`src/rtl/midi_learn_front_if.sv`:
```
// MIDI learn front-end bundle: serial MIDI in, raw footswitches,
// captured message and button/learn outputs.
interface midi_learn_front_if;
    logic       midi_rx;
    logic [2:0] btn_raw;
    logic       cmd_valid;
    logic [7:0] status;
    logic [7:0] data1;
    logic [7:0] data2;
    logic [1:0] bytes_cnt;
    logic [1:0] btn_index;
    logic       save_mode;
    logic [1:0] learn_state;

    modport master (
        output midi_rx,
        output btn_raw,
        input  cmd_valid,
        input  status,
        input  data1,
        input  data2,
        input  bytes_cnt,
        input  btn_index,
        input  save_mode,
        input  learn_state
    );

    modport slave (
        input  midi_rx,
        input  btn_raw,
        output cmd_valid,
        output status,
        output data1,
        output data2,
        output bytes_cnt,
        output btn_index,
        output save_mode,
        output learn_state
    );
endinterface

```
`src/rtl/midi_learn_front.sv`:
```
// MIDI controller input front-end: 8N1 receiver, channel message
// parser, footswitch debounce and the learn/play press logic.
module midi_learn_front #(
    parameter int BAUD_CNT     = 3200,
    parameter int DEBOUNCE_CNT = 21
) (
    input  logic               clk,
    input  logic               rst,
    midi_learn_front_if.slave  bus
);

    localparam int CW = $clog2(BAUD_CNT);
    localparam logic [CW-1:0] HALF = CW'(BAUD_CNT / 2 - 1);
    localparam logic [CW-1:0] FULL = CW'(BAUD_CNT - 1);
    localparam logic [DEBOUNCE_CNT-1:0] DMAX = {DEBOUNCE_CNT{1'b1}};

    typedef enum logic [1:0] {
        RX_IDLE,
        RX_START,
        RX_DATA,
        RX_STOP
    } rx_state_e;

    // ---------------- receiver ----------------
    logic            rx_s1_q;
    logic            rx_s2_q;
    logic            rx_prev_q;
    rx_state_e       rx_state_q;
    rx_state_e       rx_state_d;
    logic [CW-1:0]   cnt_q;
    logic [CW-1:0]   cnt_d;
    logic [2:0]      bit_q;
    logic [2:0]      bit_d;
    logic [7:0]      shift_q;
    logic [7:0]      shift_d;
    logic            byte_stb;
    logic            rx_fall;

    assign rx_fall = rx_prev_q & ~rx_s2_q;

    // Synchronize the serial line and keep the previous level for edge detect
    always_ff @(posedge clk or negedge rst) begin
        if (!rst) begin
            rx_s1_q   <= 1'b1;
            rx_s2_q   <= 1'b1;
            rx_prev_q <= 1'b1;
        end else begin
            rx_s1_q   <= bus.midi_rx;
            rx_s2_q   <= rx_s1_q;
            rx_prev_q <= rx_s2_q;
        end
    end

    // Receiver state, bit timer, bit index and shift register
    always_ff @(posedge clk or negedge rst) begin
        if (!rst) begin
            rx_state_q <= RX_IDLE;
            cnt_q      <= '0;
            bit_q      <= '0;
            shift_q    <= '0;
        end else begin
            rx_state_q <= rx_state_d;
            cnt_q      <= cnt_d;
            bit_q      <= bit_d;
            shift_q    <= shift_d;
        end
    end

    // Receiver next state: centre-sample start, 8 data bits LSB first, stop
    always_comb begin
        rx_state_d = rx_state_q;
        cnt_d      = cnt_q;
        bit_d      = bit_q;
        shift_d    = shift_q;
        byte_stb   = 1'b0;
        unique case (rx_state_q)
            RX_IDLE: begin
                if (rx_fall) begin
                    rx_state_d = RX_START;
                    cnt_d      = '0;
                end
            end
            RX_START: begin
                if (cnt_q == HALF) begin
                    cnt_d      = '0;
                    bit_d      = '0;
                    rx_state_d = rx_s2_q ? RX_IDLE : RX_DATA;
                end else begin
                    cnt_d = cnt_q + 1'b1;
                end
            end
            RX_DATA: begin
                if (cnt_q == FULL) begin
                    cnt_d   = '0;
                    shift_d = {rx_s2_q, shift_q[7:1]};
                    bit_d   = bit_q + 3'd1;
                    if (bit_q == 3'd7) begin
                        rx_state_d = RX_STOP;
                    end
                end else begin
                    cnt_d = cnt_q + 1'b1;
                end
            end
            RX_STOP: begin
                if (cnt_q == FULL) begin
                    cnt_d      = '0;
                    rx_state_d = RX_IDLE;
                    byte_stb   = rx_s2_q;
                end else begin
                    cnt_d = cnt_q + 1'b1;
                end
            end
            default: rx_state_d = RX_IDLE;
        endcase
    end

    // ---------------- parser ----------------
    logic [1:0] need_q;
    logic [1:0] need_d;
    logic [1:0] got_q;
    logic [1:0] got_d;
    logic [7:0] status_q;
    logic [7:0] status_d;
    logic [7:0] d1_q;
    logic [7:0] d1_d;
    logic [7:0] d2_q;
    logic [7:0] d2_d;
    logic       cv_q;
    logic       cv_d;
    logic [1:0] bc_q;
    logic [1:0] bc_d;
    logic       st_acc;
    logic       msg_done;

    // Parser registers: open message, captured bytes and valid flag
    always_ff @(posedge clk or negedge rst) begin
        if (!rst) begin
            need_q   <= '0;
            got_q    <= '0;
            status_q <= '0;
            d1_q     <= '0;
            d2_q     <= '0;
            cv_q     <= 1'b0;
            bc_q     <= '0;
        end else begin
            need_q   <= need_d;
            got_q    <= got_d;
            status_q <= status_d;
            d1_q     <= d1_d;
            d2_q     <= d2_d;
            cv_q     <= cv_d;
            bc_q     <= bc_d;
        end
    end

    // Parse each good byte; system bytes and orphan data are ignored
    always_comb begin
        need_d   = need_q;
        got_d    = got_q;
        status_d = status_q;
        d1_d     = d1_q;
        d2_d     = d2_q;
        cv_d     = cv_q;
        bc_d     = bc_q;
        st_acc   = 1'b0;
        msg_done = 1'b0;
        if (byte_stb) begin
            if (shift_q[7]) begin
                if (shift_q[7:4] != 4'hF) begin
                    st_acc   = 1'b1;
                    status_d = shift_q;
                    d1_d     = '0;
                    d2_d     = '0;
                    cv_d     = 1'b0;
                    got_d    = '0;
                    need_d   = (shift_q[7:5] == 3'b110) ? 2'd1 : 2'd2;
                end
            end else if (need_q != 2'd0) begin
                if (got_q == 2'd0) begin
                    d1_d = shift_q;
                end else begin
                    d2_d = shift_q;
                end
                got_d = got_q + 2'd1;
                if (got_q + 2'd1 == need_q) begin
                    msg_done = 1'b1;
                    cv_d     = 1'b1;
                    bc_d     = need_q + 2'd1;
                    need_d   = '0;
                end
            end
        end
    end

    // ---------------- debounce ----------------
    logic [2:0]              b_s1_q;
    logic [2:0]              b_s2_q;
    logic [2:0]              lvl_q;
    logic [2:0]              lvl_d;
    logic [2:0]              lvl_prev_q;
    logic [DEBOUNCE_CNT-1:0] dcnt_q [3];
    logic [DEBOUNCE_CNT-1:0] dcnt_d [3];
    logic [2:0]              fell;

    assign fell = lvl_prev_q & ~lvl_q;

    // Button synchronizers, debounced levels and their previous value
    always_ff @(posedge clk or negedge rst) begin
        if (!rst) begin
            b_s1_q     <= 3'b111;
            b_s2_q     <= 3'b111;
            lvl_q      <= 3'b111;
            lvl_prev_q <= 3'b111;
            for (int i = 0; i < 3; i++) begin
                dcnt_q[i] <= '0;
            end
        end else begin
            b_s1_q     <= bus.btn_raw;
            b_s2_q     <= b_s1_q;
            lvl_q      <= lvl_d;
            lvl_prev_q <= lvl_q;
            for (int i = 0; i < 3; i++) begin
                dcnt_q[i] <= dcnt_d[i];
            end
        end
    end

    // Count while input disagrees with the level; adopt it when saturated
    always_comb begin
        lvl_d = lvl_q;
        for (int i = 0; i < 3; i++) begin
            dcnt_d[i] = '0;
            if (b_s2_q[i] != lvl_q[i]) begin
                if (dcnt_q[i] == DMAX) begin
                    lvl_d[i] = b_s2_q[i];
                end else begin
                    dcnt_d[i] = dcnt_q[i] + 1'b1;
                end
            end
        end
    end

    // ---------------- learn ----------------
    logic [1:0] learn_q;
    logic [1:0] learn_d;
    logic [1:0] idx;
    logic       press;

    assign press = |fell;

    // Learn state register
    always_ff @(posedge clk or negedge rst) begin
        if (!rst) begin
            learn_q <= '0;
        end else begin
            learn_q <= learn_d;
        end
    end

    // Lowest pressed index wins; the first press after a message saves it
    always_comb begin
        idx = 2'd0;
        priority case (1'b1)
            fell[0]: idx = 2'd1;
            fell[1]: idx = 2'd2;
            fell[2]: idx = 2'd3;
            default: idx = 2'd0;
        endcase
        learn_d = learn_q;
        if (press && learn_q == 2'd1) begin
            learn_d = 2'd2;
        end
        if (st_acc) begin
            learn_d = 2'd0;
        end
        if (msg_done) begin
            learn_d = 2'd1;
        end
    end

    assign bus.cmd_valid   = cv_q;
    assign bus.status      = status_q;
    assign bus.data1       = d1_q;
    assign bus.data2       = d2_q;
    assign bus.bytes_cnt   = bc_q;
    assign bus.btn_index   = idx;
    assign bus.save_mode   = press && (learn_q == 2'd1);
    assign bus.learn_state = learn_q;

endmodule

```
`src/flat_wrapper.sv`:
```
// flat-port wrapper written by rule: the top's interface ports become plain ports
module midi_learn_front_flat 
#(
    parameter int BAUD_CNT     = 3200,
    parameter int DEBOUNCE_CNT = 21
)
  (clk, rst, bus_midi_rx, bus_btn_raw, bus_cmd_valid, bus_status, bus_data1, bus_data2, bus_bytes_cnt, bus_btn_index, bus_save_mode, bus_learn_state);
  midi_learn_front_if bus_i ();
  input  logic clk;
  input  logic rst;
  input wire logic [$bits(bus_i.midi_rx)-1:0] bus_midi_rx;
  input wire logic [$bits(bus_i.btn_raw)-1:0] bus_btn_raw;
  output wire logic [$bits(bus_i.cmd_valid)-1:0] bus_cmd_valid;
  output wire logic [$bits(bus_i.status)-1:0] bus_status;
  output wire logic [$bits(bus_i.data1)-1:0] bus_data1;
  output wire logic [$bits(bus_i.data2)-1:0] bus_data2;
  output wire logic [$bits(bus_i.bytes_cnt)-1:0] bus_bytes_cnt;
  output wire logic [$bits(bus_i.btn_index)-1:0] bus_btn_index;
  output wire logic [$bits(bus_i.save_mode)-1:0] bus_save_mode;
  output wire logic [$bits(bus_i.learn_state)-1:0] bus_learn_state;
  assign bus_i.midi_rx = bus_midi_rx;
  assign bus_i.btn_raw = bus_btn_raw;
  assign bus_cmd_valid = bus_i.cmd_valid;
  assign bus_status = bus_i.status;
  assign bus_data1 = bus_i.data1;
  assign bus_data2 = bus_i.data2;
  assign bus_bytes_cnt = bus_i.bytes_cnt;
  assign bus_btn_index = bus_i.btn_index;
  assign bus_save_mode = bus_i.save_mode;
  assign bus_learn_state = bus_i.learn_state;
  midi_learn_front #(.BAUD_CNT(BAUD_CNT), .DEBOUNCE_CNT(DEBOUNCE_CNT)) u_core (.clk(clk), .rst(rst), .bus(bus_i));
endmodule
```
`config.mk`:
```
export PLATFORM = sky130hd
export DESIGN_NAME = midi_learn_front_flat
export DESIGN_NICKNAME = d
export VERILOG_FILES = /design/src/rtl/midi_learn_front_if.sv /design/src/rtl/midi_learn_front.sv /design/src/flat_wrapper.sv
export SDC_FILE = /design/constraint.sdc
export NUM_CORES = 1
export LEC_CHECK = 0
export ABC_AREA = 1
export CAP_MARGIN = 40
export CELL_PAD_IN_SITES_DETAIL_PLACEMENT = 1
export CELL_PAD_IN_SITES_GLOBAL_PLACEMENT = 2
export CORE_ASPECT_RATIO = 0.75
export CORE_MARGIN = 2
export CORE_UTILIZATION = 33
export DETAILED_ROUTE_END_ITERATION = 10
export GPL_ROUTABILITY_DRIVEN = 0
export PLACE_DENSITY = 0.74
export SYNTH_ARGS = -nofsm -noshare
export SYNTH_HDL_FRONTEND = slang
export SYNTH_SLANG_ARGS = --single-unit
```
`constraint.sdc`:
```
create_clock -name clk -period 1.5 [get_ports clk]
set_input_delay 0.3 -clock clk [delete_from_list [all_inputs] [get_ports clk]]
set_output_delay 0.3 -clock clk [all_outputs]
set_load 0.01 [all_outputs]
```
==> results <==
[synthesized netlist by cell type, types with 7 or more instances]
| master | count |
|---|---|
| dfstp_2 | 15 |
| nand3_1 | 59 |
| o21ai_0 | 32 |
| ha_1 | 12 |
| dfrtp_1 | 119 |
| o21ai_2 | 7 |
| nor2_1 | 133 |
| xor2_1 | 16 |
| or2_2 | 9 |
| inv_1 | 78 |
| nand4_1 | 23 |
| nor3_1 | 13 |
| xnor2_1 | 16 |
| nand2_1 | 237 |
[layout make-up]
type	instances	area [µm²]
Clock inverter	14	186
Timing Repair Buffer	234	2020
Inverter	79	310
Clock buffer	18	439
Multi-Input combinational cell	601	3770
Tap cell	258	323
Timing Repair inverter	1	6.26
Fill cell	2318	9610
Sequential cell	134	3380
[kinds of logic after synthesis]
kind of cell | Yosys count | synth area share [%]
and+or+nand+nor | 496 | 32.1
DFF | 134 | 50.5
buffers and inverters | 94 | 5.70
AOI/OAI and AO/OA | 58 | 5.04
xor gates and xnor gates | 32 | 4.20
adders and majority gates | 12 | 2.25
other | 1 | 0.0562
muxes | 1 | 0.150
[per-layer routing]
metal / up-vias / GRT usage [%] / share of wire, %
met4: 0 / 5.43 / 1.1
li1: 3126 / - / -
met2: 56 / 33.9 / 50
met3: 18 / 3.62 / 1.9
met1: 3163 / 26.4 / 47
met5: - / 0 / 0
[worst paths after layout]
check	from	endpoint	slack [ns]	cells past startpoint
worst max register to register	u_core.cnt_q[1]$_DFFE_PN0N_	u_core.bus.learn_state[0]$_DFFE_PN0P_	-0.23	9
min in group asynchronous	rst	u_core.dcnt_q[38]$_DFF_PN0_	0.34	2
worst max-delay path	u_core.cnt_q[1]$_DFFE_PN0N_	u_core.bus.learn_state[0]$_DFFE_PN0P_	-0.23	9
worst min register to register	u_core.b_s1_q[1]$_DFF_PN1_	u_core.b_s2_q[1]$_DFF_PN1_	0.36	0
max in group asynchronous	rst	u_core.rx_prev_q$_DFF_PN1_	0.56	3
worst min-delay path	bus_midi_rx	u_core.rx_s1_q$_DFF_PN1_	0.28	1
[power by group]
group          total (mW)  switching [mW]  internal [mW]
Combinational        2.01            1.11          0.908
Sequential           3.86           0.131           3.73
Clock                4.49            1.78           2.71
[per-stage QoR]
| stage | cells | setup TNS [ns] | cell area, µm² | worst slack (ns) | util (%) |
|---|---|---|---|---|---|
| 6_report | 1339 | -6.21 | 10400 | -0.233 | 52.0 |
| 5_1_grt | 1339 | -10.99 | 10400 | -0.321 | 52.0 |
| 4_1_cts | 1303 | -1.97 | 9520 | -0.244 | 47.5 |
| 3_5_place_dp | 1259 | -5.44 | 8580 | -0.202 | 42.8 |
| 3_3_place_gp | 1259 | -2.84 | 8580 | -0.206 | 42.8 |
| 2_1_floorplan | 829 | -0.203 | 6750 | -0.0484 | - |
[state kept, by name (all words and copies together), names as in the netlist, 2 cells and up, named ones only]
| register | count |
|---|---|
| u_core.lvl_prev_q | 3 |
| u_core.got_q | 2 |
| u_core.bus.learn_state | 2 |
| u_core.bus.status | 8 |
| u_core.bus.data2 | 7 |
| u_core.b_s1_q | 3 |
| u_core.b_s2_q | 3 |
| u_core.lvl_q | 3 |
| u_core.bit_q | 3 |
| u_core.need_q | 2 |
| u_core.bus.data1 | 7 |
| u_core.bus.bytes_cnt | 2 |
| u_core.dcnt_q | 63 |
| u_core.cnt_q | 12 |
| u_core.shift_q | 8 |
[repair_timing]
action                                  in CTS  in global routing
pin swaps                                   33                 74
resized for setup                          113                206
cloned                                       1                  2
endpoints found under the hold margin       24                  0
setup buffers                               10                 35
endpoints found under the setup margin     111                112
hold buffers                                 1                  0
==> metrics.csv <==
metric,value,unit
fmax,577,MHz
synth_area_per_cell,8.06,µm²
grt_pass1_wl,34.1,mm
grt_pass1_vias,6876,
clockBufferDepth,2,
yosysSeqAreaShare,50.5,%
fin_crit_sh,116,%
yosysTopAreaCellShare,44.6,%
grt_max_degree,33,
dieWidth,168,µm
port_buffers,35,
outcome,"finished, violations left",
insertion_delay,0.43,ns
clk_pin_slew,0.07,ns
synth_seq_cells,134,
routed_wl,21.4,mm
synthCells,828,
slowest_delay,0.41,ns
power_density,993,mW/mm²
final_cell_mix,"nand2_1 (167), buf_4 (163), dfrtp_1 (114)",
drtAntennaViolNets,0,
power.leakage,4.82,nW
dr.first_iter.drc_count,195,
slew_violations,0,
viasPerCell,4.75,
arrival,2.04,ns
worstPathMaxFanout,4,
core,0.0200,mm²
crit_chain,ha_4 > nand3_4 > nor2_4 > nand3_4 > buf_6 > nor2_4 > buf_4 > buf_6 > o21ai_0,
htreeDepth,4,
synth.distinct_cells,38,
fin_hold_ws,0.284,ns
drive_above_1_share,42.4,%
cts_made_buffers,17,
layout_setup_ws,-0.233,ns
p_total,10.4,mW
grt_setup_unrepaired,true,
io_pins,38,
dp_hpwl,14.3,mm
min_period,1.73,ns
skew,0.00902,ns
finalSetupViolations,53,
end_kind,flop,
synth_edf_count,0,
startpoint_type,flop,
grt_antenna_before_repair,0,
ys.flop_type,dfrtp_1,
layout_commonest_cell,nand2_1,
cts_tree,yes,
initial_utilization,33.3,%
layout.nets,1086,
gr-total-overflow,0,
crit_buf_inv,3,
rows,45,
required,1.81,ns
yosysWarnings,0,
antennaDiodeCount,0,
worst_hold_path_type,input pin to flop,
crit_type,flop to flop,
vias,6363,
drc_errors,0,
cap_violations,0,
root_buffer,clkbuf_16,
crit_family,simple AND/OR/NAND/NOR gates,
mappedNetlistArea,0.00668,mm²
hold_viol,0,
synth_area_leaders,"dfrtp_1 (45%), nand2_1 (13%), nor2_1 (7.5%)",
die_y,127,µm
dr.pass1.iters,4,
cp_slowest_cell,dfrtp_1,
cts_sinks,134,
ir_worst_vdd,0.000733,V
synthArstFlopShare,100,%
violations,setup timing,
syn2layout_area_growth,56.2,%
detail_route.wl_per_cell,16.0,µm
die-area,0.0214,mm²
synth_top_area_cell,dfrtp_1,
grt_use_total,20.0,%
Note: power is estimated with default switching activity, not from simulation.
